===== src/rtl/pkt_sche_v0_3.sv =====
// Priority packet scheduler: per-class FIFOs plus an urgent FIFO feeding a show-ahead output register.
// Define PKT_SCHE_AGING_EN to compile in anti-starvation aging of class queues.
module pkt_sche_v0_3 #(
  parameter int DWIDTH      = 32,
  parameter int PRIOR_WIDTH = 6,
  parameter int NUM_CLASS   = 4,
  parameter int QUEUE_SIZE  = 16,
  parameter int AGE_LIMIT   = 8
) (
  input  logic                   clk,
  input  logic                   rst,
  input  logic                   in_en,
  output logic                   in_valid,
  input  logic                   in_ugr,
  input  logic [PRIOR_WIDTH-1:0] in_prior,
  input  logic [DWIDTH-1:0]      in_data,
  input  logic                   out_deque_en,
  output logic                   out_valid,
  output logic [DWIDTH-1:0]      out_data,
  output logic [PRIOR_WIDTH-1:0] out_prior,
  output logic                   out_ugr,
  output logic [NUM_CLASS:0]     q_empty,
  output logic [15:0]            drop_cnt
);

  localparam int NQ    = NUM_CLASS + 1;  // index NUM_CLASS is the urgent queue
  localparam int CLS_W = $clog2(NUM_CLASS);
  localparam int QW    = $clog2(NQ);
  localparam int PTR_W = $clog2(QUEUE_SIZE);
  localparam int CNT_W = PTR_W + 1;
  localparam int EW    = PRIOR_WIDTH + DWIDTH;
  localparam logic [CNT_W-1:0] FULL_CNT = CNT_W'(QUEUE_SIZE);
  localparam logic [QW-1:0]    UGR_IDX  = QW'(NUM_CLASS);

  logic [EW-1:0]    mem_q    [NQ][QUEUE_SIZE];
  logic [PTR_W-1:0] wr_ptr_q [NQ];
  logic [PTR_W-1:0] wr_ptr_d [NQ];
  logic [PTR_W-1:0] rd_ptr_q [NQ];
  logic [PTR_W-1:0] rd_ptr_d [NQ];
  logic [CNT_W-1:0] cnt_q    [NQ];
  logic [CNT_W-1:0] cnt_d    [NQ];

  logic [NQ-1:0]    ne_vec, full_vec, push_vec, pop_vec;
  logic             push, load, sel_ok;
  logic [QW-1:0]    push_idx, sel;
  logic [EW-1:0]    push_entry;

  logic                   out_valid_q, out_valid_d;
  logic [DWIDTH-1:0]      out_data_q, out_data_d;
  logic [PRIOR_WIDTH-1:0] out_prior_q, out_prior_d;
  logic                   out_ugr_q, out_ugr_d;
  logic [15:0]            drop_q, drop_d;

  always_comb begin
    ne_vec   = '0;
    full_vec = '0;
    for (int i = 0; i < NQ; i++) begin
      ne_vec[i]   = (cnt_q[i] != '0);
      full_vec[i] = (cnt_q[i] == FULL_CNT);
    end
  end

  assign in_valid   = ~|full_vec;
  assign push       = in_en && in_valid;
  assign push_idx   = in_ugr ? UGR_IDX : QW'(in_prior[PRIOR_WIDTH-1 -: CLS_W]);
  assign push_entry = in_ugr ? {{PRIOR_WIDTH{1'b0}}, in_data} : {in_prior, in_data};
  assign push_vec   = push ? (NQ'(1) << push_idx) : '0;

`ifdef PKT_SCHE_AGING_EN
  localparam logic [4:0] AGE_LIM = 5'(AGE_LIMIT);

  logic [3:0]           age_q [NUM_CLASS];
  logic [3:0]           age_d [NUM_CLASS];
  logic [NUM_CLASS-1:0] aged_vec;

  always_comb begin
    aged_vec = '0;
    for (int c = 0; c < NUM_CLASS; c++) begin
      aged_vec[c] = ne_vec[c] && ({1'b0, age_q[c]} >= AGE_LIM);
      age_d[c]    = age_q[c];
      if (!ne_vec[c]) begin
        age_d[c] = '0;
      end else if (load && sel_ok) begin
        if (sel == QW'(c))          age_d[c] = '0;
        else if (age_q[c] != 4'hF) age_d[c] = age_q[c] + 4'd1;
      end
    end
  end

  always_ff @(posedge clk or negedge rst) begin
    if (!rst) begin
      for (int c = 0; c < NUM_CLASS; c++) age_q[c] <= '0;
    end else begin
      for (int c = 0; c < NUM_CLASS; c++) age_q[c] <= age_d[c];
    end
  end
`else
  logic unused_age_limit;
  assign unused_age_limit = ^AGE_LIMIT;
`endif

  // Selection looks only at registered counts, so an entry pushed this edge waits one cycle.
  always_comb begin
    sel    = '0;
    sel_ok = |ne_vec;
    for (int c = 0; c < NUM_CLASS; c++) begin
      if (ne_vec[c]) sel = QW'(c);
    end
`ifdef PKT_SCHE_AGING_EN
    for (int c = NUM_CLASS - 1; c >= 0; c--) begin
      if (aged_vec[c]) sel = QW'(c);
    end
`endif
    if (ne_vec[NUM_CLASS]) sel = UGR_IDX;
  end

  assign load    = !out_valid_q || out_deque_en;
  assign pop_vec = (load && sel_ok) ? (NQ'(1) << sel) : '0;

  // NOTE: every variable gets its default first so no path through the block infers a latch.
  always_comb begin
    out_valid_d = out_valid_q;
    out_data_d  = out_data_q;
    out_prior_d = out_prior_q;
    out_ugr_d   = out_ugr_q;
    if (load) begin
      out_valid_d = sel_ok;
      out_ugr_d   = sel_ok && (sel == UGR_IDX);
      if (sel_ok) {out_prior_d, out_data_d} = mem_q[sel][rd_ptr_q[sel]];
      else        {out_prior_d, out_data_d} = '0;
    end
  end

  always_comb begin
    for (int i = 0; i < NQ; i++) begin
      wr_ptr_d[i] = push_vec[i] ? wr_ptr_q[i] + PTR_W'(1) : wr_ptr_q[i];
      rd_ptr_d[i] = pop_vec[i]  ? rd_ptr_q[i] + PTR_W'(1) : rd_ptr_q[i];
      case ({push_vec[i], pop_vec[i]})
        2'b10:   cnt_d[i] = cnt_q[i] + CNT_W'(1);
        2'b01:   cnt_d[i] = cnt_q[i] - CNT_W'(1);
        default: cnt_d[i] = cnt_q[i];
      endcase
    end
  end

  assign drop_d = (in_en && !in_valid && drop_q != 16'hFFFF) ? drop_q + 16'd1 : drop_q;

  // NOTE: storage carries no reset; the cleared counts already mark every slot as invalid.
  always_ff @(posedge clk) begin
    if (push) mem_q[push_idx][wr_ptr_q[push_idx]] <= push_entry;
  end

  // NOTE: state registers use non-blocking assignments so all of them update together at the edge.
  always_ff @(posedge clk or negedge rst) begin
    if (!rst) begin
      for (int i = 0; i < NQ; i++) begin
        wr_ptr_q[i] <= '0;
        rd_ptr_q[i] <= '0;
        cnt_q[i]    <= '0;
      end
      out_valid_q <= 1'b0;
      out_data_q  <= '0;
      out_prior_q <= '0;
      out_ugr_q   <= 1'b0;
      drop_q      <= '0;
    end else begin
      for (int i = 0; i < NQ; i++) begin
        wr_ptr_q[i] <= wr_ptr_d[i];
        rd_ptr_q[i] <= rd_ptr_d[i];
        cnt_q[i]    <= cnt_d[i];
      end
      out_valid_q <= out_valid_d;
      out_data_q  <= out_data_d;
      out_prior_q <= out_prior_d;
      out_ugr_q   <= out_ugr_d;
      drop_q      <= drop_d;
    end
  end

  assign out_valid = out_valid_q;
  assign out_data  = out_data_q;
  assign out_prior = out_prior_q;
  assign out_ugr   = out_ugr_q;
  assign q_empty   = ~ne_vec;
  assign drop_cnt  = drop_q;

endmodule


===== config.mk =====
export PLATFORM = sky130hd
export DESIGN_NAME = pkt_sche_v0_3
export DESIGN_NICKNAME = d
export VERILOG_FILES = /design/src/rtl/pkt_sche_v0_3.sv
export SDC_FILE = /design/constraint.sdc
export NUM_CORES = 2
export LEC_CHECK = 0
export BUFFER_PORTS_ARGS = -buffer_cell sky130_fd_sc_hd__buf_2
export CORE_MARGIN = 10
export CORE_UTILIZATION = 40
export DETAILED_ROUTE_END_ITERATION = 8
export PLACE_DENSITY = 0.54
export SYNTH_ARGS = -nofsm -noshare
export SYNTH_HDL_FRONTEND = slang
export SYNTH_SLANG_ARGS = --single-unit

===== constraint.sdc =====
create_clock -name clk -period 8.5 [get_ports clk]
set_input_delay 1.7 -clock clk [delete_from_list [all_inputs] [get_ports clk]]
set_output_delay 1.7 -clock clk [all_outputs]
set_load 0.005 [all_outputs]

Yosys cells after proc, flatten, opt, wreduce, memory -nomap -nowiden
Memories as Yosys holds them, arrays and structs flattened.
Index checks and enable logic that the tools add are counted.
- register bits after elaboration: 121
- memory bits (writable): 3040
- output and inout bits: 62
- word-level logic and storage cells: 120
- memories kept: 1
- memory list (name ; words ; bits a word ; read ports ; clocked after memory_dff ; wr ports ; line ; RTL):
    mem_q ; 5 ; 608 ; 1 ; 0 ; 1 ; 35 ; logic [EW-1:0] mem_q [NQ][QUEUE_SIZE];
- $add $sub $neg: 21
- order comparisons: 5
- equal/unequal tests: 17
- shift-type cells: 2
- muxes and demuxes: 28
- bitwise logic cells: 5
- reduce and logical (&&, ||, !) cells: 21
- operators by type and width (kind ; count):
    $mux W608 ; 1
    $bmux W38 S4 ; 1
    $demux W38 S4 ; 1
    $mux W38 ; 4
    $pmux W5 S2 ; 5
    $add A4 B1 Y4 const B ; 10
    $mux W32 ; 1
    $add A5 B1 Y5 const B ; 5
    $eq A5 B5 Y1 const B ; 5
    $reduce_bool A5 Y1 ; 5
    $sub A5 B1 Y5 const B ; 5
    $bmux W4 S3 ; 2
    $add A16 B1 Y16 const B ; 1
    $mux W4 ; 4
    $ne A16 B16 Y1 const B ; 1
    $eq A2 B1 Y1 const B ; 5
    $eq A2 B2 Y1 const B ; 5
    $ge A5 B5 Y1 const B ; 2
    $mux W5 ; 2
    $not A4 Y5 ; 2
    $reduce_bool A2 Y1 ; 5
    $reduce_or A5 Y1 ; 2
    $shl A1 B3 Y5 const A ; 2
    $mux W3 ; 3
    11 further kinds ; 20

Depth between registers and ports, before layout
- word-level depth: 14
- mapped depth: 18

Least setup slack after synthesis
Ideal clock, no wire load.
- path kind: input to register
- from: input in_prior[4]
- to: memory mem_q[0][304] (netlist name), enable pin
- setup time: 433 ps
- data arrival time: 6390 ps
- required time: 8067 ps
- setup slack: 1677 ps
- cell stages on the path: 9
- path buffers: 2
- cells stage by stage: clkbuf_1 > nor2b_1 > clkbuf_1 > mux2_2 > o21ai_0 > o21ai_0 > nor3b_1 > nand2_1 > nor2_1
- cells in the longest elaborated chain, start to end: 11
- elaborated cells between the ends (all ways): 12
- those cells by class: order compare: 2; mux: 7; bitwise: 2; reduce/logical: 1
- ends and longest elaborated chain (what ; line ; RTL):
    start, declared ; 15 ; input logic [PRIOR_WIDTH-1:0] in_prior,
    $mux W3 * ; 65 ; assign push_idx = in_ugr ? UGR_IDX : QW'(in_prior[PRIOR_WIDTH-1 -: CLS_W]);
    $not A3 Y4 (implied by the code) ; 150 ; if (push) mem_q[push_idx][wr_ptr_q[push_idx]] <= push_entry;
    $bmux W4 S3 ; 150 ;
    $mux W4 (implied by the code) (2 in a row) ; 150 ;
    $not A4 Y5 (implied by the code) ; 150 ;
    $ge A5 B5 Y1 (implied by the code) or $lt A5 B1 Y1 (tied branches) ; 150 ;
    $logic_and A1 B1 Y1 (implied by the code) ; 150 ;
    $mux W38 (implied by the code) ; 150 ;
    $demux W38 S4 ; 150 ;
    $mux W608 (implied by the code) ; 150 ;
    end, declared ; 35 ;
Mark *: on every way between the ends. The rest lies on a longest branch, timed or not. The select of a mux whose other input is x is not followed.

Final worst setup path
- from: register cnt_q[0] (netlist name)
- to: register out_data_q[13] (netlist: out_data[13])
- cells in the longest elaborated chain, start to end: 11
- elaborated cells between the ends (all ways): 13
- those cells by class: mux: 8; bitwise: 2; reduce/logical: 2; memory: 1
- ends and longest elaborated chain (what ; line ; RTL):
    start, declared ; 40 ; logic [CNT_W-1:0] cnt_q [NQ];
    start signal, assigned by index ; 170 ; cnt_q[i] <= cnt_d[i];
    $reduce_bool A5 Y1 * ; 58 ; ne_vec[i] = (cnt_q[i] != '0);
    $mux W3 ; 114 ; if (ne_vec[NUM_CLASS]) sel = UGR_IDX;
    $not A3 Y4 (implied by the code) ; 129 ; if (sel_ok) {out_prior_d, out_data_d} = mem_q[sel][rd_ptr_q[sel]];
    $bmux W4 S3 ; 129 ;
    $mux W4 (implied by the code) (2 in a row) ; 129 ;
    $not A4 Y5 (implied by the code) ; 129 ;
    $bmux W38 S4 ; 129 ;
    $mux W38 (implied by the code) (2 in a row) ; 129 ;
    $mux W32 * ; 129 ;
    end signal, assigned ; 173 ; out_data_q <= out_data_d;
    end, declared ; 49 ; logic [DWIDTH-1:0] out_data_q, out_data_d;
Marks and branches as above.
A chain may end at the register's enable or synchronous reset.

==> run_results.csv <==
group,metric,value,unit
global_routing,grt_usage,24.77,%
setup_path,crit_chain,"nor4_2 > nand2_4 > a211oi_1 > nand2_4 > nand2_2 > buf_4 > a21oi_1 > a2111oi_0 > o21ai_0 > a32o_1",
placed_design,post_dp_cell_area,128400,sq um
logic_synthesis,syn_avg_cell_area,15.75,sq um
setup_path,timing.critical_path.from,"cnt_q[0]",
setup_path,worstSetupPathType,"reg -> reg",
power,leakage,45.50,nW
logic_synthesis,postSynth.asyncResetShare,3.828,%
logic_synthesis,seq_area_frac_synth,77.60,%
floorplan,initial_core_util,40.14,%
cts,cts_buffers,329,
route,wirelength,418700,microns
sta,slew_headroom,1.251,%
cts,root_buffer,"clkbuf_16",
logic_synthesis,synth_area_leader_cell,"edfxtp_1",
sta,worst_clock_skew,0.06847,ns
placed_design,gp_congestion,0.8361,
final_layout,area_growth,14.29,%
min_path,min-delay-start,"rd_ptr_q[11]",
global_routing,grt_pass1_wl,581300,microns
power,powerDensity,302.8,nW/um^2
route,dr.pass1.iters,6,
cts,clock-sinks,3161,
route,drt-initial-drc-count,10088,
floorplan,die_x,571.2,microns
sta,max_freq,143.4,MHz
min_path,hp-class,"reg -> reg",
sta,hold_viol,0,
sta,setup_tns,0,ns
cts,cts_tree,"done",
logic_synthesis,synthesis.nets,7796,
logic_synthesis,synth.distinct_cells,76,
placed_design,numPortBuffers,104,
setup_path,cp-start-kind,"flop",
global_routing,grt_pass1_vias,73194,
cts,cts.htree.levels,5,
sta,rsz0062_at_grt,"false",
logic_synthesis,yosysWarnings,0,
setup_path,worst-path-buf-inv,1,
final_layout,fin_util,45.87,%
route,route.vias.total,75657,
logic_synthesis,netlist_area,121500,sq um
setup_path,r2r_start,"cnt_q[0]",
sta,fin_crit_sh,82.03,%
sta,slew_viol_final,0,
floorplan,ios,105,
logic_synthesis,netlist_instances,7717,
job,drv_cap,1,
outcome,status,"finished with violations",
logic_synthesis,synth_edf_count,3040,
logic_synthesis,synthTopCellsByCount,"3,040 x edfxtp_1, 694 x nand2_1, 654 x o22ai_1",
floorplan,rows,202,
route,vias_per_cell,6.225,
final_layout,drive_gt1_share,12.93,%
cts,cts_hold_buf,0,
floorplan,die_h,571.2,microns
logic_synthesis,ys.flop_type,"edfxtp_1",
cts,clk_latency,0.92,ns
cts,cts_setup_buffers,0,
cts,path_clk_slew,0.06,ns
logic_synthesis,synth_top_area_share,75.11,%
setup_path,path_delay_family,"compound AO/OA/AOI/OAI gates",
setup_path,rr_worst_depth,10,
setup_path,r2r_slack,1.53,ns
floorplan,dieArea,326300,sq um
global_routing,grt_overflow,0,
power,ir_drop,0.2390,mV
logic_synthesis,synth.ff_latch_count,3161,
global_routing,antenna_found_initial,34,
setup_path,cp_common_cell,"nand2_4",
logic_synthesis,yosysMostFrequentCell,"edfxtp_1",
min_path,hold_depth,1,
final_layout,nets,7984,
route,wl_per_cell,34.45,microns
cts,clockBufferDepth,4,
route,drc,0,
outcome,violations,"max-capacitance violations",
placed_design,hpwl,238300,microns
cts,cts_resized,0,
setup_path,worstPathArrival,7.71,ns
setup_path,worst_setup_path_end_kind,"flop",
setup_path,required,9.24,ns
global_routing,grt_max_degree,107,
final_layout,stdcell_area,138900,sq um
setup_path,slowest_delay,1.06,ns
setup_path,cp_slowest_cell,"a211oi_1",
sta,worstMarginPinSlew,1.444,ns
setup_path,path_max_fanout,41,
floorplan,coreArea,302800,sq um
route,ant_nets,0,
sta,finalCriticalPeriod,6.973,ns
setup_path,critical_path_depth,10,
sta,setup_violations,0,
logic_synthesis,synth_area_leaders,"edfxtp_1 75%, o22ai_1 3.4%, dfrtp_1 2.5%",
power,power,42.06,mW
-- flip-flops by register name, summed over array words and instances, names as in the netlist --
signal and flops:
out_data 32, out_valid 1, out_ugr 1, cnt_q 25
drop_cnt 16, out_prior 6, mem_q 3040, wr_ptr_q 20
rd_ptr_q 20
-- path summary, 6_finish.rpt --
check	endpoint
setup / recovery	out_data[13]
min in group asynchronous	cnt_q[10]
hold / removal	rd_ptr_q[11]
setup reg to reg	out_data[13]
max in group asynchronous	rd_ptr_q[0]
hold reg to reg	rd_ptr_q[11]
-- layout make-up --
type | count | area [sq um]
clock buffers | 397 | 8572
diodes | 8 | 20.02
fillers | 26049 | 163900
clock inverters | 197 | 1944
flip-flops and latches | 3161 | 94320
well taps | 3978 | 4977
inverters | 35 | 148.9
repair buffers | 406 | 3167
multi-input cells | 3972 | 25750
-- layer usage --
metal / vias to the layer above / global-route usage (%) / wire (microns)
met2: 4016 / 40.69 / 200200
met4: 8 / 8.517 / 16110
met5: - / 0 / 55
met1: 39566 / 33.06 / 164000
li1: 31305 / - / -
met3: 762 / 4.845 / 38310
-- kinds of logic (layout without fill, tap and decap cells) --
logic type | after synthesis | after routing | share of synthesized area [%]
DFF | 3161 | 3161 | 77.60
AOI/OAI and AO/OA | 2066 | 2066 | 11.41
and+or+nand+nor | 1467 | 1467 | 5.359
buffers and inverters | 584 | 1035 | 1.907
muxes | 336 | 336 | 2.835
xor gates and xnor gates | 67 | 67 | 0.4828
adders and majority gates | 36 | 36 | 0.4015
other | 0 | 8 | 0
-- metrics by stage --
stage                     hold slack, ns  worst slack, ns  cells
final                             0.4694            1.527  12154
after CTS                         0.4709            1.631  12146
after global placement            0.4621            1.509  11549
after floorplan                   0.4377            1.677   7717
after detailed placement          0.4607            1.665  11552
after global routing              0.4758            1.359  12148
-- where the power goes --
part / total (mW) / switching, mW / internal (mW)
clock: 14.3 / 6.16 / 8.14
combinational: 9.78 / 7.19 / 2.60
sequential: 18.0 / 0.449 / 17.5
-- cell usage in the layout, fill, tap and decap left out, types with 33 or more instances in the layout --
cell,instances
a211o_1,82
a211oi_1,220
a21oi_1,318
a311o_1,44
a31oi_1,47
a32o_1,33
and3_1,80
buf_2,105
buf_4,269
clkbuf_1,63
clkbuf_16,332
clkinv_1,67
clkinv_2,70
dfrtp_1,120
edfxtp_1,3040
mux2_2,46
mux2i_1,288
nand2_1,685
nand3_1,144
nor2_1,207
nor2_4,82
nor3_1,77
nor4_1,73
o211ai_1,108
o21ai_0,242
o221ai_1,67
o22a_1,36
o22ai_1,654
xnor2_1,46
Note: power is estimated with default switching activity, not from simulation.
